**src/rtl/mem_arb_pkg.sv**
```systemverilog
// mem_arb_pkg: shared widths and FSM state encoding for the memory arbiter
package mem_arb_pkg;
  localparam int ADDR_W_DEF = 8;
  localparam int DATA_W_DEF = 16;
  typedef enum logic [1:0] {IDLE = 2'd0, ISSUE = 2'd1, WAIT = 2'd2, DONE = 2'd3} state_e;
endpackage

```
**src/rtl/arb_rr2.sv**
```systemverilog
// arb_rr2: two-way round-robin pick (req0_i/req1_i, en_i qualifier -> win_id_o, win_vld_o), last winner resets to 1
module arb_rr2 (
  input  logic clk,
  input  logic reset,
  input  logic req0_i,
  input  logic req1_i,
  input  logic en_i,
  output logic win_id_o,
  output logic win_vld_o
);
  logic last_q, last_d;
  always_comb begin
    win_vld_o = en_i & (req0_i | req1_i);
    win_id_o  = (req0_i & req1_i) ? ~last_q : req1_i;
    last_d    = win_vld_o ? win_id_o : last_q;
  end
  always_ff @(posedge clk) last_q <= reset ? 1'b1 : last_d;
endmodule

```
**src/rtl/mem_arbiter.sv**
```systemverilog
// mem_arbiter: serialises two requesters (req/we/addr/wdata in, gnt/done/rdata out) onto one memory port (mem_*), busy/state for debug
module mem_arbiter
  import mem_arb_pkg::*;
#(
  parameter int ADDR_W  = ADDR_W_DEF,
  parameter int DATA_W  = DATA_W_DEF,
  parameter int MEM_LAT = 1
) (
  input  logic              clk,
  input  logic              reset,
  input  logic              req0,
  input  logic              req1,
  input  logic              we0,
  input  logic              we1,
  input  logic [ADDR_W-1:0] addr0,
  input  logic [ADDR_W-1:0] addr1,
  input  logic [DATA_W-1:0] wdata0,
  input  logic [DATA_W-1:0] wdata1,
  output logic              gnt0,
  output logic              gnt1,
  output logic              done0,
  output logic              done1,
  output logic [DATA_W-1:0] rdata,
  output logic              busy,
  output logic [1:0]        state,
  output logic              mem_en,
  output logic              mem_we,
  output logic [ADDR_W-1:0] mem_addr,
  output logic [DATA_W-1:0] mem_wdata,
  input  logic [DATA_W-1:0] mem_rdata
);
  state_e state_q, state_d;
  logic [1:0] cnt_q, cnt_d;
  logic id_q, we_q, win_id, win_vld, last_wait, issue, fin;
  logic [ADDR_W-1:0] addr_q;
  logic [DATA_W-1:0] wdata_q, rdata_q;
  arb_rr2 u_arb (
    .clk      (clk),
    .reset    (reset),
    .req0_i   (req0),
    .req1_i   (req1),
    .en_i     (state_q == IDLE),
    .win_id_o (win_id),
    .win_vld_o(win_vld)
  );
  always_ff @(posedge clk) begin
    if (reset) begin
      state_q <= IDLE;
      cnt_q   <= '0;
    end else begin
      state_q <= state_d;
      cnt_q   <= cnt_d;
    end
  end
  always_comb begin
    last_wait = (state_q == WAIT) && (cnt_q == 2'd1);
    state_d   = (state_q == IDLE)  ? (win_vld ? ISSUE : IDLE) :
                (state_q == ISSUE) ? WAIT :
                (state_q == WAIT)  ? (last_wait ? DONE : WAIT) : IDLE;
    cnt_d     = (state_q == ISSUE) ? 2'(MEM_LAT) :
                (state_q == WAIT)  ? cnt_q - 2'd1 : cnt_q;
  end
  always_ff @(posedge clk) begin
    if (reset) begin
      id_q    <= 1'b0;
      we_q    <= 1'b0;
      addr_q  <= '0;
      wdata_q <= '0;
      rdata_q <= '0;
    end else begin
      if (win_vld) begin
        id_q    <= win_id;
        we_q    <= win_id ? we1 : we0;
        addr_q  <= win_id ? addr1 : addr0;
        wdata_q <= win_id ? wdata1 : wdata0;
      end
      if (last_wait) rdata_q <= we_q ? '0 : mem_rdata;
    end
  end
  always_comb begin
    issue     = state_q == ISSUE;
    fin       = state_q == DONE;
    gnt0      = issue & ~id_q;
    gnt1      = issue & id_q;
    done0     = fin & ~id_q;
    done1     = fin & id_q;
    rdata     = fin ? rdata_q : '0;
    busy      = state_q != IDLE;
    state     = state_q;
    mem_en    = issue;
    mem_we    = issue & we_q;
    mem_addr  = issue ? addr_q : '0;
    mem_wdata = issue ? wdata_q : '0;
  end
endmodule
```
**config.mk**
```make
export PLATFORM = sky130hd
export DESIGN_NAME = mem_arbiter
export DESIGN_NICKNAME = d
export VERILOG_FILES = /design/src/rtl/mem_arb_pkg.sv /design/src/rtl/arb_rr2.sv /design/src/rtl/mem_arbiter.sv
export SDC_FILE = /design/constraint.sdc
export NUM_CORES = 1
export LEC_CHECK = 0
export CORE_MARGIN = 2
export CORE_UTILIZATION = 25
export CTS_CLUSTER_SIZE = 20
export DETAILED_ROUTE_END_ITERATION = 8
export HOLD_SLACK_MARGIN = 0.06
export PLACE_DENSITY = 0.62
export SLEW_MARGIN = 20
export SYNTH_ARGS = -nofsm -noshare
export SYNTH_HDL_FRONTEND = slang
export SYNTH_SLANG_ARGS = --single-unit
```
**constraint.sdc**
```tcl
create_clock -name clk -period 2.2 [get_ports clk]
set_input_delay 0.33 -clock clk [delete_from_list [all_inputs] [get_ports clk]]
set_output_delay 0.33 -clock clk [all_outputs]
set_load 0.01 [all_outputs]
```
== Word-level counts from Yosys, hierarchy flattened ==
Index checks and enable logic that the tools add are counted.

* Bitwise logic cells: 10
* Reduce and logical (&&, ||, !) cells: 5
* Eq/ne operators: 4
* Mux-type cells: 15
* Add/sub/neg operators: 1

{| class="wikitable"
|+ Operator list
! kind !! count
|-
| $mux W16 || 4
|-
| $mux W8 || 2
|-
| $and A1 B1 Y1 || 7
|-
| $mux W1 || 6
|-
| $mux W2 || 3
|-
| $eq A2 B1 Y1 const B || 2
|-
| $eq A2 B2 Y1 const B || 2
|-
| $reduce_bool A2 Y1 || 2
|-
| $logic_not A2 Y1 || 1
|-
| $not A1 Y1 || 2
|-
| $reduce_or A2 Y1 || 1
|-
| $sub A2 B1 Y2 const B || 1
|-
| $logic_and A1 B1 Y1 || 1
|-
| $or A1 B1 Y1 || 1
|}

* Word-level logic and storage cells: 44
* Input port bits: 70
* Flip-flop bits (word level): 47
* Output and inout port bits: 49

== Logic depth before layout (Yosys ltp) ==
Gate-level depths: netlist of the first run.

* Word-level depth: 6
* Mapped depth: 7

== By module ==
A second synthesis of the first run with hierarchy kept.

* Cells, all modules: 267
* Area, all modules: 2481.1 um2

{| class="wikitable"
|+ By module, submodules not included
! module !! cells an instance !! area an instance (um2) !! instances
|-
| mem_arbiter || 261 || 2423.6 || 1
|-
| arb_rr2 || 6 || 57.6 || 1
|}

== Least setup slack after synthesis of the first run ==
Ideal clock, no wire load.

* Kind: reg2out
* From: register state_q[0], in the netlist state[0]
* To: output port gnt1
* Arrival time: 1.292 ns
* Slack: 0.578 ns
* Stages on the path, launching flop included: 5
* Data required time: 1.870 ns
* Buffers on the path: 2
* Cells stage by stage: dfxtp_1 > ha_1 > clkbuf_1 > clkbuf_1 > and2_1

* Cells in the longest elaborated chain, start to end: 2

{| class="wikitable"
|+ RTL lines
! item !! RTL line !! text
|-
| start, declared || mem_arbiter.sv:32 || <nowiki>state_e state_q, state_d;</nowiki>
|-
| start signal, assigned || mem_arbiter.sv:51 || <nowiki>state_q <= state_d;</nowiki>
|-
| $eq A2 B1 Y1 || mem_arbiter.sv:81 || <nowiki>issue = state_q == ISSUE;</nowiki>
|-
| via mem_en || mem_arbiter.sv:26 || <nowiki>output logic mem_en,</nowiki>
|-
| $and A1 B1 Y1 || mem_arbiter.sv:84 || <nowiki>gnt1 = issue & id_q;</nowiki>
|-
| end, declared || mem_arbiter.sv:20 || <nowiki>output logic gnt1,</nowiki>
|}

The timed path passes the listed nets, and every way through them passes these cells.

== Worst setup path in the final report of the first run ==
* From: register state_q[1], in the netlist state[1]
* To: output port mem_wdata[15]

* Cells in the longest elaborated chain, start to end: 2

{| class="wikitable"
|+ RTL lines
! item !! RTL line !! text
|-
| $eq A2 B1 Y1 || mem_arbiter.sv:81 ||
|-
| $mux W16 || mem_arbiter.sv:93 || <nowiki>mem_wdata = issue ? wdata_q : '0;</nowiki>
|-
| end, declared || mem_arbiter.sv:29 || <nowiki>output logic [DATA_W-1:0] mem_wdata,</nowiki>
|}

No other way between the ends.

==> results.yml, run 1 <==
status:
  status: "complete, no violations"
synthesis:
  ys_warn_count: 0
  yosysSeqAreaShare_pct: 38.7
  syn_nets: 368
  synth.cell_area_mm2: 0.00243
  synth-seq-cells: 47
  synth_top_cells_by_area: "dfxtp_1 (39%), and2_1 (11%), a211oi_2 (9.8%)"
  synth_top_area_share_pct: 38.7
  yosysTopAreaCell: "dfxtp_1"
  synth_cells: 293
  yosysUniqueCellTypes: 27
  synth.avg_cell_area_um2: 8.30
die:
  die_area_mm2: 0.0105
  rows: 35
  fp.dieW_um: 103
  die_y_um: 103
  start_util_pct: 26.1
  core_area_mm2: 0.00933
  ios: 119
setup_path:
  cp-end-kind: "output port"
  cp.required_ns: 1.87
  path_class: "reg -> out"
  arrival_ns: 1.80
  cp-start-kind: "flop"
  worstPathMaxFanout: 8
cells_and_area:
  stdcell_count: 533
  antenna_cells: 0
  layout-drive-gt1-share_pct: 11.6
  nets: 479
  final_cell_mix: "clkdlybuf4s50_1 (94), dfxtp_1 (45), and2_1 (43), nand2_1 (43), a21oi_1 (43)"
  layout.cells.most_common: "clkdlybuf4s50_1"
  area_growth_pct: 61.6
  fill_cells: 950
placed_design:
  detailed_place_hpwl_um: 5430
  dp.cells: 526
  place.gp.congestion: 0.753
  portBuffers: 118
detailed_routing:
  ant_nets: 0
  drc_errors: 0
  drt-vias-per-instance: 4.58
  vias: 2439
  routed_wl_um: 7660
  routedWlPerCell_um: 14.4
  drtIter0Drc: 55
  dr.pass1.iters: 4
cts:
  clock_latency_ns: 0.30
  cts_root_buf: "clkbuf_8"
  hold_buffers: 0
  cts_tree: "built"
  cts-htree-levels: 2
  clk_path_buf_depth: 2
  clk_pin_slew_worst_paths_ns: 0.10
  cts.sinks: 47
  cts_setup_buffers: 0
  cts_made_buffers: 5
sta:
  drv_slew: 0
  finClkSkew_ns: 0.0128
  final.min_clock_period_ns: 2.13
  timing.final.crit_share_pct: 96.9
  setup_violations: 0
  setup-tns-final_ns: 0
  timing.fmax_ghz: 0.469
  worst_pin_slew_ns: 0.793
  slew_headroom_pct: 47.1
  finalHoldViolCount: 0
global_route:
  overflow: 0
  antenna_found_initial: 0
  grt_pass1_vias: 2374
  grt_pass1_wl_um: 11800
  grt_start_max_net_pins: 36
  grt.total_usage_pct: 14.2
flow_run:
  cap_viol_max_count: 0
power:
  power.density_mw_per_mm2: 546
  peakVddDrop_mv: 0.224
  power_mw: 2.14
  p_leak_nw: 1.81
hold_path:
  holdCritPathClass: "reg -> reg"
power breakdown:
group / total, mW / internal, mW / switching (mW)
clock: 0.635 / 0.333 / 0.303
combinational: 0.563 / 0.295 / 0.267
sequential: 0.947 / 0.914 / 0.0332
total: 2.14 / 1.54 / 0.603
Yosys cell counts:
| library cell | instances |
|---|---|
| nand4b_1 | 16 |
| nor3_1 | 2 |
| o21ai_2 | 1 |
| buf_4 | 4 |
| clkbuf_1 | 9 |
| a211oi_1 | 6 |
| nor2b_1 | 2 |
| ha_1 | 5 |
| nor3b_1 | 1 |
| and2_1 | 43 |
| or2_2 | 1 |
| a21boi_4 | 1 |
| a22oi_1 | 1 |
| a211oi_2 | 19 |
| dfxtp_1 | 47 |
| buf_6 | 1 |
| o21a_2 | 1 |
| buf_2 | 9 |
| a21bo_2 | 1 |
| mux2i_1 | 1 |
| nand2_1 | 43 |
| a21oi_1 | 43 |
| buf_1 | 2 |
| inv_1 | 4 |
| nor2_1 | 28 |
| or3_1 | 1 |
| a31oi_1 | 1 |
final timing paths:
| check | end | cells past startpoint | slack [ns] | startpoint |
|---|---|---|---|---|
| hold / removal | rdata_q[5] | 2 | 0.45 | rdata_q[5] |
| setup / recovery | mem_wdata[15] | 5 | 0.07 | state[1] |
| hold reg to reg | rdata_q[5] | 2 | 0.45 | rdata_q[5] |
| setup reg to reg | state[0] | 5 | 0.43 | state[0] |
timing repair:
item / CTS / global route
resized for setup: 2 / 29
pin swaps: 0 / 0
endpoints found under the setup margin: 40 / 41
critical path, stage by stage, from the launching register on:
cell	delay [ns]
dfxtp_2	0.36
inv_1	0.09
ha_2	0.22
buf_4	0.16
and2_1	0.13
clkdlybuf4s50_1	0.53
area by class of cell:
| cell class | count | area (µm²) | share of cell area (%) |
|---|---|---|---|
| clock buffer | 5 | 68.8 | 1.75 |
| clock inverter | 2 | 37.5 | 0.955 |
| inverter | 4 | 15.0 | 0.382 |
| multi-input combinational | 217 | 1360 | 34.7 |
| sequential | 47 | 943 | 24.0 |
| tap | 129 | 161 | 4.11 |
| timing repair buffer | 129 | 1340 | 34.1 |
sequential cells by signal, summed over array words and instances (netlist names):
name / cells
id_q: 1
rdata_q: 16
u_arb.last_q: 1
cnt_q: 2
addr_q: 8
we_q: 1
state: 2
wdata_q: 16
routing by layer:
layer,vias to the layer above,share of wire [%],track usage (%)
li1,1217,-,-
met1,1124,45,18.8
met2,91,46,23.2
met3,7,7.7,3.80
met4,0,0.85,3.08
met5,-,0,0
through the flow:
step           instance area [µm²]  setup slack [ns]  hold slack [ns]  utilization (%)
2_1_floorplan                 2430             0.578            0.427                -
3_3_place_gp                  3740             0.279            0.434             40.1
3_5_place_dp                  3740             0.220            0.439             40.1
4_1_cts                       3850           0.00151            0.453             41.3
5_1_grt                       3930           -0.0221            0.470             42.1
6_report                      3930            0.0680            0.450             42.1
cells by family (layout without fill, tap and decap cells):
group           count (synthesis)  in the layout  synth area share (%)
fa+ha+maj                       5              5                  2.57
buf+inv                        29            140                  5.86
simple gates                  137            137                  29.5
compound gates                 74             74                  22.9
flops                          47             47                  38.7
mux                             1              1                 0.412
(Power assumes the default switching activity.)
==> run 2, diff against run 1 <==
- REMOVE_ABC_BUFFERS: not set -> 1
==> results.yml, run 2 (same netlist as run 1, synthesis figures left out) <==
status:
  status: "complete, no violations"
die:
  ios: 119
  fp.dieW_um: 103
  die_area_mm2: 0.0105
  die_y_um: 103
  start_util_pct: 26.1
  core_area_mm2: 0.00933
  rows: 35
cells_and_area:
  nets: 479
  top_regs: "rdata_q (16), wdata_q (16), addr_q (8)"
  fill_cells: 966
  layout.area.seq_um2: 942
  layout.cells.most_common: "clkdlybuf4s50_1"
  antenna_cells: 0
  layout-drive-gt1-share_pct: 11.6
  area_growth_pct: 61.9
  final_cell_mix: "clkdlybuf4s50_1 (108), dfxtp_1 (46), and2_1 (43), nand2_1 (43), a21oi_1 (43)"
  multi_input_area_mm2: 0.00136
setup_path:
  path_class: "reg -> out"
  cp.required_ns: 1.87
  cp-start-kind: "flop"
  arrival_ns: 1.81
  cp-end-kind: "output port"
  worstPathMaxFanout: 27
sta:
  timing.final.crit_share_pct: 97.4
  finalHoldViolCount: 0
  rsz0062_at_grt: "yes"
  drv_slew: 0
  worst_pin_slew_ns: 0.666
  setup_violations: 0
  slew_headroom_pct: 55.6
  holdWs_ns: 0.313
  finClkSkew_ns: 0.00358
  timing.fmax_ghz: 0.467
  setup-tns-final_ns: 0
  setup_ws_ns: 0.0580
  final.min_clock_period_ns: 2.14
global_route:
  grt_start_max_net_pins: 28
  grt_pass1_vias: 2441
  antenna_found_initial: 0
  overflow: 0
  grt.total_usage_pct: 14.2
  grt_pass1_wl_um: 11900
placed_design:
  place_ws_ns: 0.253
  portBuffers: 118
  place.gp.congestion: 0.782
  detailed_place_hpwl_um: 5410
power:
  switching_share_pct: 27.0
  intPower_mw: 1.67
  power_mw: 2.29
  power.density_mw_per_mm2: 582
  comb_power_share_pct: 25.1
  clkPwrFrac_pct: 33.5
  pwr-share-seq_pct: 41.4
  p_leak_nw: 1.59
  peakVddDrop_mv: 0.294
  power.switching_mw: 0.617
cts:
  cts-htree-levels: 2
  hold_buffers: 0
  cts_tree: "built"
  cts_root_buf: "clkbuf_8"
  cts_setup_buffers: 0
  cts.sinks: 47
  clock_latency_ns: 0.30
  clk_pin_slew_worst_paths_ns: 0.09
  clk_path_buf_depth: 2
  cts_made_buffers: 5
  post_cts_resized: 3
detailed_routing:
  dr.pass1.iters: 4
  routed_wl_um: 7580
  vias: 2481
  topRoutingLayerUsed: "met4"
  wl_met3_um: 624
  drc_errors: 0
  routedWlPerCell_um: 14.2
  m1WireLength_um: 3550
  drtIter0Drc: 38
  dr_wl_met2_um: 3320
  ant_nets: 0
  drt-vias-per-instance: 4.65
hold_path:
  holdCritPathClass: "in -> reg"
flow_run:
  cap_viol_max_count: 0
[run 2: cell count changes in the layout (fill, tap and decap cells not counted)]
cell | previous run | this run
buf_12 | 2 | 3
clkdlybuf4s50_1 | 94 | 108
dfxtp_1 | 45 | 46
dlymetal6s2s_1 | 23 | 9
bufinv_16 | 1 | 2
buf_4 | 9 | 8
dfxtp_2 | 2 | 1
[run 2: critical path: stages, from the launching register on]
cell and delay (ns):
dfxtp_1 0.35, inv_1 0.12, ha_4 0.18, buf_12 0.17, and2_1 0.15, clkdlybuf4s50_1 0.54
[run 2: metrics by stage]
step,instances,util [%],cell area (µm²)
global route,534,42.2,3940
CTS,534,42.0,3910
global placement,526,40.3,3760
detailed placement,526,40.3,3760
finish,534,42.2,3940
floorplan,268,-,2300
[run 2: routing by layer]
metal  track usage (%)  vias up
met4              3.79        0
met1              18.4     1157
li1                  -     1214
met5                 0        -
met3              3.86       10
met2              23.4      100
[run 2: final cells by class]
class                           instances  share of cell area (%)
Multi-Input combinational cell        217                    34.6
Timing Repair Buffer                  129                    33.5
Sequential cell                        47                    23.9
Tap cell                              129                    4.10
Clock buffer                            5                    1.75
Clock inverter                          3                    1.72
Inverter                                4                   0.381
[run 2: path summary, 6_finish.rpt]
check                                 from            end  slack, ns  cells after the start
worst max-delay path              state[1]  mem_wdata[12]       0.06                      5
worst min-delay path                 reset    rdata_q[15]       0.31                      2
worst max register to register    state[0]       state[0]       0.49                      5
worst min register to register  rdata_q[4]     rdata_q[4]       0.45                      2
[run 2: power groups by stage]
stage	logic, mW	clock network, mW	registers, mW
after CTS	0.585	0.789	0.948
final	0.576	0.767	0.948
after floorplan	0.260	0	0.961
after global placement	0.571	0	0.968
after global routing	0.628	0.823	0.958
after detailed placement	0.580	0	0.965
==> run 3, diff against run 2 <==
- CORE_UTILIZATION: 25 -> 44
- PLACE_DENSITY: 0.62 -> 0.94
==> results.yml, run 3 (same netlist as run 1, synthesis figures left out) <==
status:
  status: "complete, no violations"
cells_and_area:
  multi_input_area_mm2: 0.00137
  final_cell_mix: "clkdlybuf4s50_1 (105), dfxtp_1 (45), and2_1 (43), nand2_1 (43), a21oi_1 (43)"
  nets: 476
  stdcell_count: 474
  antenna_cells: 0
  top_regs: "rdata_q (16), wdata_q (16), addr_q (8)"
  utilization_pct: 70.8
  finish.instance_area_mm2: 0.00382
  layout-drive-gt1-share_pct: 11.2
  fill_cells: 418
  layout.cells.most_common: "clkdlybuf4s50_1"
  area_growth_pct: 57.3
  layout.area.seq_um2: 943
cts:
  cts_made_buffers: 5
  cts_setup_buffers: 0
  hold_buffers: 0
  cts-htree-levels: 2
  clock_latency_ns: 0.31
  clk_pin_slew_worst_paths_ns: 0.09
  cts_tree: "built"
  cts_root_buf: "clkbuf_8"
  clk_path_buf_depth: 2
  cts.sinks: 47
detailed_routing:
  routedWlPerCell_um: 14.9
  dr.pass1.iters: 4
  ant_nets: 0
  routed_wl_um: 7050
  drtIter0Drc: 125
  vias: 2483
  drt-vias-per-instance: 5.24
  drc_errors: 0
placed_design:
  place.gp.congestion: 0.793
  dp.cells: 465
  dpl_cell_area_mm2: 0.00364
  portBuffers: 118
  place_ws_ns: 0.271
  detailed_place_hpwl_um: 4810
die:
  fp.dieW_um: 78.4
  rows: 27
  ios: 119
  start_util_pct: 45.0
  core_area_mm2: 0.00541
  die_area_mm2: 0.00614
  die_y_um: 78.4
hold_path:
  holdCritPathClass: "reg -> reg"
  min_from: "rdata_q[12]"
power:
  p_leak_nw: 1.58
  power.density_mw_per_mm2: 570
  peakVddDrop_mv: 0.279
sta:
  setup_ws_ns: 0.0580
  drv_slew: 0
  timing.final.crit_share_pct: 97.4
  rsz0062_at_grt: "no"
  timing.fmax_ghz: 0.467
  slew_headroom_pct: 49.3
  finClkSkew_ns: 0.00897
  setup_violations: 0
  final.min_clock_period_ns: 2.14
  setup-tns-final_ns: 0
  worst_pin_slew_ns: 0.761
  finalHoldViolCount: 0
setup_path:
  path_buf_inv: 3
  crit_path_cell_trace: "inv_1 -> ha_4 -> buf_12 -> and2_1 -> clkdlybuf4s50_1"
  path_class: "reg -> out"
  startpoint: "state[1]"
  cp_top_family: "buffers and inverters"
  max_stage_delay_ns: 0.53
  cp_slowest_cell: "clkdlybuf4s50_1"
  cp-end-kind: "output port"
  worstPathMaxFanout: 15
  arrival_ns: 1.81
  r2r_start: "state[1]"
  cp.required_ns: 1.87
  cp-start-kind: "flop"
global_route:
  grt.total_usage_pct: 22.7
  grt_pass1_wl_um: 11200
  overflow: 0
  grt_start_max_net_pins: 37
  antenna_found_initial: 0
  grt_pass1_vias: 2522
flow_run:
  cap_viol_max_count: 0
run 3: cell count changes in the layout (fill, tap and decap cells not counted), moves of 2 or more:
cell and change:
clkdlybuf4s50_1 -3, buf_12 -2, buf_4 -2, dlygate4sd2_1 +3
run 3: worst paths after layout:
kind	to	slack (ns)	depth (start not counted)
max reg2reg	wdata_q[0]	0.42	5
max	mem_wdata[1]	0.06	5
min reg2reg	rdata_q[12]	0.45	2
min	rdata_q[12]	0.45	2
run 3: per-layer routing:
| layer | vias up | GRT usage, % | part of all wire [%] |
|---|---|---|---|
| met1 | 1145 | 24.8 | 42 |
| met2 | 113 | 43.3 | 49 |
| met5 | - | 0 | 0 |
| met4 | 0 | 6.49 | 1.2 |
| li1 | 1216 | - | - |
| met3 | 9 | 5.29 | 7.7 |
run 3: final cells by class:
type | instances | area share (%)
Multi-Input combinational cell | 217 | 35.9
Inverter | 4 | 0.393
Clock inverter | 2 | 0.916
Timing Repair Buffer | 126 | 33.6
Sequential cell | 47 | 24.7
Tap cell | 72 | 2.36
Clock buffer | 6 | 2.16
run 3: worst min-delay path, cell delays in order, from the launching register on:
cell and delay [ns]:
dfxtp_1 0.31, nand2_1 0.05, a21oi_1 0.05
run 3: power breakdown:
| part | switching, mW | internal [mW] |
|---|---|---|
| clock network | 0.305 | 0.368 |
| registers | 0.0359 | 0.914 |
| logic | 0.264 | 0.295 |
run 3: stage by stage:
step	hold slack (ns)	power (mW)
after CTS	0.451	2.17
final	0.448	2.18
after global routing	0.469	2.27
after global placement	0.433	1.50
after detailed placement	0.440	1.51
after floorplan	0.395	1.22
run 3: what timing repair did:
action,4_1_cts,5_1_grt
gates cloned,0,1
gates resized for setup,6,12
setup endpoints to repair,43,35
